[src/rtl/icu_nway_ctrl.sv]
// N-way set-associative instruction-cache controller between the IFU (ic1/ic2) and the BIU.
// The tag and data RAMs are external and synchronous with a 1-cycle read latency.
// Fetch acknowledge and response outputs are combinational, so a hit is returned one cycle after acceptance.
module icu_nway_ctrl #(
  parameter int unsigned WAYS  = 4,
  parameter int unsigned IDX   = 7,
  parameter int unsigned BEATS = 4
) (
  input  logic                                          clk,
  input  logic                                          resetn,
  input  logic                                          ifu_icu_req_ic1,
  input  logic [31:3]                                   ifu_icu_addr_ic1,
  output logic                                          icu_ifu_ack_ic1,
  input  logic                                          ifu_icu_cancel,
  input  logic                                          ifu_icu_flush,
  output logic                                          icu_ifu_flush_done,
  output logic                                          icu_ifu_data_valid_ic2,
  output logic [63:0]                                   icu_ifu_data_ic2,
  output logic                                          icu_ifu_fault_ic2,
  output logic [WAYS-1:0]                               icu_ram_tag_en,
  output logic                                          icu_ram_tag_wr,
  output logic [IDX-1:0]                                icu_ram_tag_addr,
  output logic [29-$clog2(BEATS)-IDX:0]                 icu_ram_tag_wdata,
  input  logic [WAYS*(30-$clog2(BEATS)-IDX)-1:0]        ram_icu_tag_rdata,
  output logic [WAYS-1:0]                               icu_ram_data_en,
  output logic                                          icu_ram_data_wr,
  output logic [IDX+$clog2(BEATS)-1:0]                  icu_ram_data_addr,
  output logic [63:0]                                   icu_ram_data_wdata,
  input  logic [WAYS*64-1:0]                            ram_icu_data_rdata,
  output logic                                          icu_biu_req,
  output logic [31:3]                                   icu_biu_addr,
  output logic                                          icu_biu_single,
  input  logic                                          biu_icu_ack,
  input  logic                                          biu_icu_data_valid,
  input  logic                                          biu_icu_data_last,
  input  logic                                          biu_icu_fault,
  input  logic [63:0]                                   biu_icu_data
);

  localparam int unsigned OFF  = $clog2(BEATS);
  localparam int unsigned TAGW = 29 - OFF - IDX;
  localparam int unsigned TW   = TAGW + 1;
  localparam int unsigned WW   = (WAYS > 1) ? $clog2(WAYS) : 1;
  localparam int unsigned SETS = 2 ** IDX;

  typedef enum logic [2:0] {
    S_IDLE   = 3'd0,
    S_LOOKUP = 3'd1,
    S_MISS   = 3'd2,
    S_FILL   = 3'd3,
    S_FLUSH  = 3'd4
  } state_t;

  state_t          state_q, state_d;
  logic [31:3]     addr_q, addr_d;
  logic            flush_pend_q, flush_pend_d;
  logic [WW-1:0]   rr_q, rr_d;
  logic [WW-1:0]   victim_q, victim_d;
  logic [OFF-1:0]  beat_q, beat_d;
  logic            line_fault_q, line_fault_d;
  logic            cancel_q, cancel_d;
  logic [IDX-1:0]  flush_cnt_q, flush_cnt_d;

  logic [TAGW-1:0] tag_f;
  logic [IDX-1:0]  idx_f;
  logic [OFF-1:0]  rbeat_f;
  logic            hit_any;
  logic [63:0]     hit_data;
  logic            inv_any;
  logic [WW-1:0]   inv_way;
  logic [WAYS-1:0] victim_oh;
  logic            cancel_now;

  // Fields of the latched fetch address
  assign tag_f      = addr_q[31:3+OFF+IDX];
  assign idx_f      = addr_q[2+OFF+IDX:3+OFF];
  assign rbeat_f    = addr_q[2+OFF:3];
  assign victim_oh  = WAYS'(1) << victim_q;
  assign cancel_now = cancel_q | ifu_icu_cancel;

  // Tag compare across ways: lowest hitting way and lowest invalid way win
  always_comb begin
    hit_any  = 1'b0;
    hit_data = '0;
    inv_any  = 1'b0;
    inv_way  = '0;
    for (int unsigned w = 0; w < WAYS; w++) begin
      if (!hit_any && ram_icu_tag_rdata[w*TW + TAGW] &&
          (ram_icu_tag_rdata[w*TW +: TAGW] == tag_f)) begin
        hit_any  = 1'b1;
        hit_data = ram_icu_data_rdata[w*64 +: 64];
      end
      if (!inv_any && !ram_icu_tag_rdata[w*TW + TAGW]) begin
        inv_any = 1'b1;
        inv_way = WW'(w);
      end
    end
  end

  // Next-state and output decode
  always_comb begin
    state_d                = state_q;
    addr_d                 = addr_q;
    flush_pend_d           = flush_pend_q;
    rr_d                   = rr_q;
    victim_d               = victim_q;
    beat_d                 = beat_q;
    line_fault_d           = line_fault_q;
    cancel_d               = cancel_q;
    flush_cnt_d            = flush_cnt_q;
    icu_ifu_ack_ic1        = 1'b0;
    icu_ifu_flush_done     = 1'b0;
    icu_ifu_data_valid_ic2 = 1'b0;
    icu_ifu_data_ic2       = '0;
    icu_ifu_fault_ic2      = 1'b0;
    icu_ram_tag_en         = '0;
    icu_ram_tag_wr         = 1'b0;
    icu_ram_tag_addr       = '0;
    icu_ram_tag_wdata      = '0;
    icu_ram_data_en        = '0;
    icu_ram_data_wr        = 1'b0;
    icu_ram_data_addr      = '0;
    icu_ram_data_wdata     = '0;
    icu_biu_req            = 1'b0;
    icu_biu_addr           = '0;
    icu_biu_single         = 1'b0;

    // A flush that arrives mid-transaction is remembered until the controller is idle
    if (ifu_icu_flush && (state_q != S_IDLE) && (state_q != S_FLUSH)) begin
      flush_pend_d = 1'b1;
    end
    if ((state_q == S_LOOKUP) || (state_q == S_MISS) || (state_q == S_FILL)) begin
      cancel_d = cancel_now;
    end

    case (state_q)
      S_IDLE: begin
        cancel_d = 1'b0;
        if (ifu_icu_flush || flush_pend_q) begin
          flush_cnt_d = '0;
          state_d     = S_FLUSH;
        end else if (ifu_icu_req_ic1) begin
          icu_ifu_ack_ic1   = 1'b1;
          icu_ram_tag_en    = '1;
          icu_ram_data_en   = '1;
          icu_ram_tag_addr  = ifu_icu_addr_ic1[2+OFF+IDX:3+OFF];
          icu_ram_data_addr = ifu_icu_addr_ic1[2+OFF+IDX:3];
          addr_d            = ifu_icu_addr_ic1;
          state_d           = S_LOOKUP;
        end
      end
      S_LOOKUP: begin
        if (hit_any) begin
          icu_ifu_data_valid_ic2 = ~cancel_now;
          icu_ifu_data_ic2       = hit_data;
          state_d                = S_IDLE;
        end else begin
          victim_d = inv_any ? inv_way : rr_q;
          state_d  = S_MISS;
        end
      end
      S_MISS: begin
        icu_biu_req  = 1'b1;
        icu_biu_addr = {addr_q[31:3+OFF], OFF'(0)};
        if (biu_icu_ack) begin
          beat_d       = '0;
          line_fault_d = 1'b0;
          state_d      = S_FILL;
        end
      end
      S_FILL: begin
        if (biu_icu_data_valid) begin
          icu_ram_data_en    = victim_oh;
          icu_ram_data_wr    = 1'b1;
          icu_ram_data_addr  = {idx_f, beat_q};
          icu_ram_data_wdata = biu_icu_data;
          beat_d             = beat_q + OFF'(1);
          if (biu_icu_fault) begin
            line_fault_d = 1'b1;
          end
          if (beat_q == rbeat_f) begin
            icu_ifu_data_valid_ic2 = ~cancel_now;
            icu_ifu_data_ic2       = biu_icu_data;
            icu_ifu_fault_ic2      = biu_icu_fault;
          end
          if (biu_icu_data_last) begin
            icu_ram_tag_en    = victim_oh;
            icu_ram_tag_wr    = 1'b1;
            icu_ram_tag_addr  = idx_f;
            icu_ram_tag_wdata = {~(line_fault_q | biu_icu_fault), tag_f};
            rr_d              = rr_q + WW'(1);
            state_d           = S_IDLE;
          end
        end
      end
      S_FLUSH: begin
        icu_ram_tag_en   = '1;
        icu_ram_tag_wr   = 1'b1;
        icu_ram_tag_addr = flush_cnt_q;
        flush_cnt_d      = flush_cnt_q + IDX'(1);
        if (flush_cnt_q == IDX'(SETS - 1)) begin
          icu_ifu_flush_done = 1'b1;
          flush_pend_d       = 1'b0;
          state_d            = S_IDLE;
        end
      end
      default: begin
        state_d = S_IDLE;
      end
    endcase
  end

  // State register; reset leaves a flush pending so the tags are cleared first
  always_ff @(posedge clk or negedge resetn) begin
    if (!resetn) begin
      state_q      <= S_IDLE;
      addr_q       <= '0;
      flush_pend_q <= 1'b1;
      rr_q         <= '0;
      victim_q     <= '0;
      beat_q       <= '0;
      line_fault_q <= 1'b0;
      cancel_q     <= 1'b0;
      flush_cnt_q  <= '0;
    end else begin
      state_q      <= state_d;
      addr_q       <= addr_d;
      flush_pend_q <= flush_pend_d;
      rr_q         <= rr_d;
      victim_q     <= victim_d;
      beat_q       <= beat_d;
      line_fault_q <= line_fault_d;
      cancel_q     <= cancel_d;
      flush_cnt_q  <= flush_cnt_d;
    end
  end

endmodule

[config.mk]
export PLATFORM = sky130hd
export DESIGN_NAME = icu_nway_ctrl
export DESIGN_NICKNAME = d
export VERILOG_FILES = /design/src/rtl/icu_nway_ctrl.sv
export SDC_FILE = /design/constraint.sdc
export NUM_CORES = 1
export LEC_CHECK = 0
export CAP_MARGIN = 20
export CORE_AREA = 2 2 257 259
export CTS_CLUSTER_DIAMETER = 200
export DETAILED_ROUTE_END_ITERATION = 8
export DIE_AREA = 0 0 259 261
export GPL_TIMING_DRIVEN = 1
export HOLD_SLACK_MARGIN = 0.15
export PLACE_DENSITY = 0.33
export SLEW_MARGIN = 20
export SYNTH_ARGS = -nofsm -noshare
export SYNTH_HDL_FRONTEND = slang
export SYNTH_SLANG_ARGS = --single-unit
[constraint.sdc]
create_clock -name clk -period 7.1 [get_ports clk]
set_clock_uncertainty 0.2 [all_clocks]
set_input_delay 1.42 -clock clk [delete_from_list [all_inputs] [get_ports clk]]
set_output_delay 1.42 -clock clk [all_outputs]
set_load 0.005 [all_outputs]
* Yosys cells after proc, flatten, opt, wreduce, memory -nomap -nowiden
Index checks and enable logic that the tools add are counted.
** Storage, ports and cells
- Register bits after elaboration :: 48
- Logic and storage cells :: 154
- Input bits :: 442
- Output and inout bits :: 210
** Operators by class
- Equality and inequality tests :: 18
- Shift-type cells :: 1
- Bitwise gates (word level) :: 6
- Mux-type cells :: 82
- Add/sub/neg operators :: 3
- Reductions and logical operators :: 35
** Operator list (count)
- two-way mux 64 bit :: 9
- case mux 64 bit (2 select lines) :: 1
- == test 20 bit :: 4
- two-way mux 21 bit :: 3
- two-way mux 7 bit :: 5
- two-way mux 1 bit :: 33
- two-way mux 29 bit :: 1
- two-way mux 9 bit :: 3
- case mux 7 bit (3 select lines) :: 1
- two-way mux 4 bit :: 5
- two-way mux 3 bit :: 6
- case mux 9 bit (2 select lines) :: 1
- case mux 3 bit (5 select lines) :: 1
- case mux 7 bit (2 select lines) :: 1
- logical AND 1 bit :: 12
- two-way mux 2 bit :: 6
- != test 2 bit (second input constant) :: 6
- case mux 4 bit (3 select lines) :: 1
- AND reduction 3 bit :: 3
- zero test 1 bit :: 8
- case mux 4 bit (2 select lines) :: 1
- adder 7 x 1 -> 7 bit (second input constant) :: 1
- == test 7 bit (second input constant) :: 1
- == test 3 x 2 -> 1 bit (second input constant) :: 2
- other kinds (17) :: 30

* Logic depth before layout (Yosys ltp)
Gate-level depths: netlist (run 1).
- Depth after elaboration :: 17
- Gate-level depth with buffers :: 11
- Gate-level depth less buffers :: 8

* Least setup slack after synthesis (run 1)
No wires, ideal clock.
- Path type :: input -> output
- Start point :: input ram_icu_tag_rdata[26]
- End point :: output icu_ifu_data_ic2[0]
- Path slack :: 2.321 ns
- Buffers on the path :: 2
- Arrival :: 3.158 ns
- Cell stages on the path :: 9
- Data required time :: 5.480 ns
- Cells stage by stage :: xnor2_1 nand4_1 or4_4 o211a_1 buf_6 buf_6 a221o_1 o211ai_1 nand3_1
** Between the ends
- Word-level cells in the longest chain between the ends :: 13
- Elaborated cells between the ends (all ways) :: 16
- Classes of those cells :: eq/ne: 1; mux: 8; reduce/logical: 7
** Ends and longest elaborated chain
- start, declared :: RTL line 24 : input logic [WAYS*(30-$clog2(BEATS)-IDX)-1:0] ram_icu_tag_rdata,
- == test 20 bit (*) :: RTL line 89 : (ram_icu_tag_rdata[w*TW +: TAGW] == tag_f)) begin
- logical AND 1 bit (*) :: RTL line 88 : if (!hit_any && ram_icu_tag_rdata[w*TW + TAGW] &&
- two-way mux 1 bit :: RTL line 88
- zero test 1 bit :: RTL line 88
- logical AND 1 bit (2 in a row) :: RTL line 88
- two-way mux 1 bit :: RTL line 88
- zero test 1 bit :: RTL line 88
- logical AND 1 bit (2 in a row) :: RTL line 88
- two-way mux 64 bit or two-way mux 1 bit (tied branches) :: RTL line 88
- two-way mux 64 bit (*) :: RTL line 153 : if (hit_any) begin
- case mux 64 bit (2 select lines) (*) :: RTL line 136 : case (state_q)
- end, declared :: RTL line 18 : output logic [63:0] icu_ifu_data_ic2,
Mark *: on every way between the ends. The rest lies on a longest branch, timed or not.

* Worst setup path in the final report (run 1)
- Start point :: input ram_icu_tag_rdata[33]
- End point :: output icu_ifu_data_ic2[13]
The elaborated chain is that of the path after synthesis.

==> results of run 1 <==
state kept, by name, summed over array words and instances, names as in the netlist:
signal	count
flush_pend_q	1
state_q	3
flush_cnt_q	7
beat_q	2
addr_q	29
rr_q	2
cancel_q	1
victim_q	2
line_fault_q	1
per-layer routing:
layer,track usage [%],vias to the layer above
met5,0,-
met4,5.36,16
met3,4.32,57
met2,29.0,399
met1,19.0,4557
li1,-,4521
through the flow:
stage | instances | hold WS, ns | worst slack, ns | utilization (%) | instance area (µm²)
after detailed placement | 2369 | 0.260 | 0.209 | 21.4 | 13900
after floorplan | 928 | 0.242 | 2.32 | - | 6520
after global routing | 2387 | 0.290 | 0.204 | 21.7 | 14100
after global placement | 2368 | 0.259 | -0.453 | 21.4 | 13900
final | 2391 | 0.270 | 0.284 | 21.8 | 14100
after CTS | 2377 | 0.273 | 0.201 | 21.7 | 14100
Yosys cell counts, types with 2 or more instances:
library cell  count
nand2_1         167
nand3_1         131
and2_1           68
a221o_1          64
xnor2_1          64
clkbuf_1         51
o211ai_1         51
dfrtp_1          47
and3_1           42
o21ai_0          38
buf_2            28
nor2_1           27
inv_1            19
xor2_1           18
o211ai_2         17
nand4_1          14
buf_6            10
buf_4             9
nor4_1            9
a21oi_1           7
nor3_1            5
buf_1             4
nor3b_1           3
o22ai_1           3
o31ai_1           3
a221oi_2          2
a311oi_1          2
and4_1            2
mux2i_1           2
o2111ai_1         2
layout make-up:
type	instances	area [µm²]	area share, %
Timing Repair Buffer	680	6810	48.1
Multi-Input combinational cell	758	4760	33.6
Sequential cell	48	1200	8.50
Tap cell	864	1080	7.64
Clock buffer	5	125	0.884
Inverter	19	72.6	0.513
Clock inverter	3	68.8	0.486
Antenna cell	14	35.0	0.248
worst max-delay path: stages:
cell and delay (ns):
clkdlybuf4s50_1 0.46, xor2_1 0.16, nor4_1 0.47, nand3_1 0.46, nor2_4 0.31, buf_12 0.29
o31ai_1 0.14, a311oi_1 0.74, a221o_1 0.22, clkdlybuf4s50_1 0.51
worst min-delay path by stage:
stage,start,endpoint
after global routing,rr_q[1]$_DFFE_PN0P_,rr_q[1]$_DFFE_PN0P_
after CTS,flush_pend_q$_DFF_PN1_,flush_pend_q$_DFF_PN1_
after detailed placement,flush_pend_q$_DFF_PN1_,flush_pend_q$_DFF_PN1_
after global placement,flush_pend_q$_DFF_PN1_,flush_pend_q$_DFF_PN1_
final,flush_pend_q$_DFF_PN1_,flush_pend_q$_DFF_PN1_
after floorplan,rr_q[1]$_DFFE_PN0P_,rr_q[1]$_DFFE_PN0P_
report_power, final:
part	leakage, µW	switching (µW)	internal (µW)
clock	0.0000945	120	204
combinational	0.00478	132	294
sequential	0.000594	28.0	297
total	0.00547	280	794
kinds of logic after synthesis:
group | count (synthesis) | share of synthesized area, %
compound gates | 197 | 25.1
xor+xnor | 82 | 11.0
fa+ha+maj | 1 | 0.192
buf+inv | 122 | 9.25
flops | 48 | 18.5
mux | 3 | 0.480
other cells | 1 | 0.0575
simple gates | 472 | 35.5
cell usage in the layout, fill, tap and decap left out, drive strengths merged, types with 2 or more instances in the layout:
cell type | netlist | layout
and3 | 42 | 42
a21oi | 7 | 7
o31ai | 3 | 3
o22ai | 3 | 3
and4 | 2 | 2
clkdlybuf4s50 | 0 | 647
buf | 51 | 33
o21ai | 38 | 38
nand4 | 14 | 14
nand3 | 131 | 131
nor3 | 5 | 5
o211ai | 68 | 68
nor3b | 3 | 3
nor4 | 9 | 9
nor2 | 27 | 27
a221oi | 2 | 2
inv | 19 | 19
bufinv | 0 | 2
xnor2 | 64 | 64
conb | 1 | 3
diode | 0 | 14
a311oi | 2 | 2
clkbuf | 52 | 5
nand2 | 167 | 167
o2111ai | 2 | 2
mux2i | 2 | 2
dfrtp | 47 | 47
xor2 | 18 | 18
a221o | 64 | 64
and2 | 68 | 68
==> summary.md, run 1 <==
| Metric | Value |
|---|---|
| Status | complete, no violations |
| Overall power | 1070 µW |
| Detail Placement HPWL | 48.4 mm |
| Largest net degree at the start of global routing | 67 |
| Number of antenna violations at the first check in global routing | 30 |
| Maximum vdd drop | 91.0 µV |
| 1st-iter DRT viols | 483 |
| Netlist Area Pre-Place | 6520 µm² |
| M1 wire length | 23.5 mm |
| Detailed Routing Iterations Pass 1 | 5 |
| Total number of vias | 9,550 |
| Post-route ant nets | 0 |
| Post-synthesis cell count | 926 |
| HP Class | register to register |
| Period utilization | 96.0% |
| Port bufs | 648 |
| Vias in the first global route | 10,033 |
| R2R depth | 8 |
| First-pass GRT wire length | 79.2 mm |
| Clock sinks | 48 |
| CP Capture Type | output pin |
| I/O pin count | 652 |
| Worst-margin pin slew | 0.936 ns |
| DR WL/cell | 24.5 µm |
| Die height | 261 µm |
| Seq/Total Area, Yosys | 18.5% |
| Peak Freq | 0.147 GHz |
| Num rows | 94 |
| Most frequently used flop master after synthesis | dfrtp_1 |
| CTS tree | built |
| Yosys Warn Count | 0 |
| Synth area leader | dfrtp_1 |
| Initial Utilization | 10.0% |
| H-Tree Depth | 2 |
| Number of flops mapped to enable cells by yosys | 0 |
| Avg Inst Size Synth | 7.04 µm² |
| Setup TNS | 0 ns |
| Max FO, Critical Path | 54 |
| CP Capture Point | icu_ifu_data_ic2[13] |
| Hold Fails Final Rpt | 0 |
| Final GP Congestion | 0.831 |
| Deepest clock path buffer count | 2 |
| Slew HR | 37.3% |
| Routed wl met2 | 29.7 mm |
| WHS Path Cells | 2 |
| Flops & latches, synth | 48 |
| Die area | 67,600 µm² |
| Die X | 259 µm |
| # fillers | 7,269 |
| Synthesis-to-layout area growth | 117% |
| FF-to-FF Start | addr_q[16]$_DFFE_PN0P_ |
| Total grt overflow | 0 |
| Clock root cell | clkbuf_16 |
| CTS buffer count | 5 |
| Critical path class | primary input to output pin |
| Setup Viol. Count Final | 0 |
| Core ar. | 65,000 µm² |
| Nets@finish | 1,955 |
| Top Metal Used | met5 |
| Critical Path RT | 5.48 ns |
| Max_cap viols | 0 |
| Final Max Slew Viols | 0 |
| Post-synthesis cell type count | 47 |
| Clock latency at the later pin of the worst-skew pair | 0.30 ns |
| R2R Path End | victim_q[0]$_DFFE_PN0P_ |
| Residual DRC | 0 |
| R2R setup slack | 3.78 ns |
| Critical path startpoint | ram_icu_tag_rdata[33] |
| Crit path launch type | primary input |
| Final WL | 58.5 mm |
| Via density per instance | 3.99 |
| Fraction of layout cells with a size suffix above 1 | 4.76% |
| Post-CTS Hold Fix Bufs | 0 |
| WP data arrival | 5.20 ns |
| Total track usage | 16.3% |
| CTS resizes | 0 |
| Reg clk slew, reported paths | 0.07 ns |
| Async SR Flop Fraction | 100% |
| Pleak | 0.00547 µW |
| Post-CTS Setup Repair Bufs | 0 |
| Unrepaired setup endpoints after global routing | false |
| Largest cells by area after synthesis | dfrtp_1 (18%), nand3_1 (10%), a221o_1 (9.8%) |
| Yosys top cell area share | 18.0% |
| Power per cell area | 76.0 nW/µm² |
| Routed wl met3 | 4.24 mm |
| Tmin final | 6.82 ns |
Note: power is estimated with default switching activity, not from simulation.
==> run 2: changes to the inputs <==
- CAP_MARGIN: 20 -> 0
- REMOVE_ABC_BUFFERS: not set -> 1
==> run 2 against run 1 <==
Against the previous run: clock-buffer cell count is 1 higher; clock power fell by 18%; worst hold slack gained 0.0025 ns; utilization shrank 0.24 points; global-route usage down 0.19 points; total power decreased by 5.4%; non-clock buffer count down 12; fmax up 4.5%; largest cell class unchanged; sequential power about the same.
==> summary.md, run 2 (synthesized netlist as in run 1, its figures left out) <==
| Metric | Value |
|---|---|
| Final WS setup | 0.575 ns |
| CTS tree | built |
| Power per cell area | 72.7 nW/µm² |
| Hold Slack | 0.272 ns |
| P_sw | 286 µW |
| Clock sinks | 48 |
| Die X | 259 µm |
| 1st-iter DRT viols | 471 |
| Fraction of layout cells with a size suffix above 1 | 4.06% |
| Deepest clock path buffer count | 2 |
| Routed wl met2 | 29.3 mm |
| Port bufs | 648 |
| Detail Placement HPWL | 47.9 mm |
| Biggest regs | addr_q: 29 flops, flush_cnt_q: 7 flops, state_q: 3 flops |
| Vias in the first global route | 9,783 |
| Period utilization | 91.9% |
| Max FO, Critical Path | 60 |
| Total number of vias | 9,628 |
| Top reg by flops | addr_q |
| First-pass GRT wire length | 78.3 mm |
| Commonest non-fill, non-tap cell in the layout | clkdlybuf4s50_1 |
| Final GP Congestion | 0.843 |
| Critical path class | primary input to output pin |
| DR WL/cell | 24.5 µm |
| Reg clk slew, reported paths | 0.08 ns |
| CP Capture Type | output pin |
| M1 wire length | 23.4 mm |
| Total grt overflow | 0 |
| Via density per instance | 4.05 |
| Gate power share | 42.1% |
| Largest net degree at the start of global routing | 66 |
| Final WL | 58.3 mm |
| Worst-margin pin slew | 1.03 ns |
| Die height | 261 µm |
| I/O pin count | 652 |
| Num rows | 94 |
| Hold Fails Final Rpt | 0 |
| Residual DRC | 0 |
| Setup Viol. Count Final | 0 |
| Nets@finish | 1,943 |
| Synthesis-to-layout area growth | 115% |
| Initial Utilization | 10.0% |
| Final Max Slew Viols | 0 |
| Peak Freq | 0.153 GHz |
| CTS buffer count | 5 |
| Place WS | 0.532 ns |
| Routed wl met3 | 4.64 mm |
| Clock root cell | clkbuf_16 |
| WP data arrival | 4.91 ns |
| Status | complete, no violations |
| Max FFs per register | 29 |
| Switching share of power | 28.1% |
| Maximum vdd drop | 110 µV |
| CTS resizes | 0 |
| Buf/Inv on CP | 4 |
| Tmin final | 6.53 ns |
| Clock latency at the later pin of the worst-skew pair | 0.30 ns |
| Max_cap viols | 0 |
| Number of antenna violations at the first check in global routing | 29 |
| Total track usage | 16.1% |
| Critical Path RT | 5.48 ns |
| Crit-path cells | clkdlybuf4s50_1 -> xnor2_1 -> nand2_1 -> a2111oi_0 -> buf_4 -> and4_1 -> and2_2 -> buf_12 -> nand3_1 -> nand3_1 -> clkdlybuf4s50_1 |
| Worst path max stage delay | 0.56 ns |
| Most frequent cells in the layout | clkdlybuf4s50_1 (647), nand2_1 (167), nand3_1 (131), and2_1 (67) |
| Power Internal | 731 µW |
| H-Tree Depth | 2 |
| Post-route ant nets | 0 |
| CP max stage cell | clkdlybuf4s50_1 |
| Crit path max-delay family | buffers and inverters |
| Sequential Power Share | 31.7% |
| Clk pwr share | 26.2% |
| Post-CTS Hold Fix Bufs | 0 |
| Detailed Routing Iterations Pass 1 | 6 |
| Slew HR | 31.3% |
| HP Class | register to register |
| Crit path launch type | primary input |
| Setup TNS | 0 ns |
| Pleak | 0.00539 µW |
| Top Metal Used | met5 |
| Post-CTS Setup Repair Bufs | 0 |
| Core ar. | 65,000 µm² |
| Unrepaired setup endpoints after global routing | false |
| Die area | 67,600 µm² |
-- run 2: cell types whose count changed in the layout (fill, tap and decap cells not counted) --
cell	change
clkbuf_8	+1
bufinv_16	-2
buf_2	-1
nor3_2	+1
a2111oi_0	+1
buf_12	-2
a2111oi_1	-1
nor3_1	-1
buf_4	-9
clkinv_2	+1
diode_2	-3
-- run 2: power by group through the flow --
stage,clock network [µW],logic [µW],registers (µW)
floorplan,0,89.9,320
global placement,0,432,328
detailed placement,0,434,328
CTS,283,437,323
global route,291,465,328
finish,267,428,323
-- run 2: layout make-up --
type | count | area (µm²)
diodes | 11 | 27.5
clock buffers | 6 | 139
clock inverters | 2 | 13.8
fillers | 7272 | 51000
inverters | 19 | 72.6
multi-input cells | 758 | 4760
flip-flops and latches | 48 | 1200
well taps | 864 | 1080
repair buffers | 668 | 6690
-- run 2: routing by layer --
layer / global-route usage, % / vias to the layer above
met3: 4.23 / 50
met2: 29.1 / 457
met1: 19.2 / 4615
met5: 0 / -
met4: 3.36 / 8
li1: - / 4498
-- run 2: final timing paths --
| kind | start | endpoint | slack (ns) | cells past startpoint |
|---|---|---|---|---|
| max reg2reg | state_q[1]$_DFFE_PN0P_ | addr_q[5]$_DFFE_PN0P_ | 3.90 | 6 |
| min in group asynchronous | resetn | addr_q[7]$_DFFE_PN0P_ | 1.06 | 2 |
| max in group asynchronous | resetn | addr_q[17]$_DFFE_PN0P_ | 5.13 | 2 |
| min | flush_pend_q$_DFF_PN1_ | flush_pend_q$_DFF_PN1_ | 0.27 | 2 |
| max | ram_icu_tag_rdata[77] | icu_ifu_data_ic2[36] | 0.57 | 11 |
| min reg2reg | flush_pend_q$_DFF_PN1_ | flush_pend_q$_DFF_PN1_ | 0.27 | 2 |
-- run 2: worst register-to-register path, delay by kind of cell (launching register included) --
family                 cells  cell delay [ns]
and+or+nand+nor            3             1.01
AOI/OAI and AO/OA          1             0.15
buffers and inverters      2             0.96
DFF                        1             0.77
-- run 2: stage by stage --
stage               util [%]  power (µW)  area (µm²)  cells
floorplan                  -         410        5990    825
global placement        21.2         760       13800   2357
detailed placement      21.2         762       13800   2357
CTS                     21.5        1040       14000   2365
global route            21.5        1080       14000   2372
finish                  21.5        1020       14000   2376
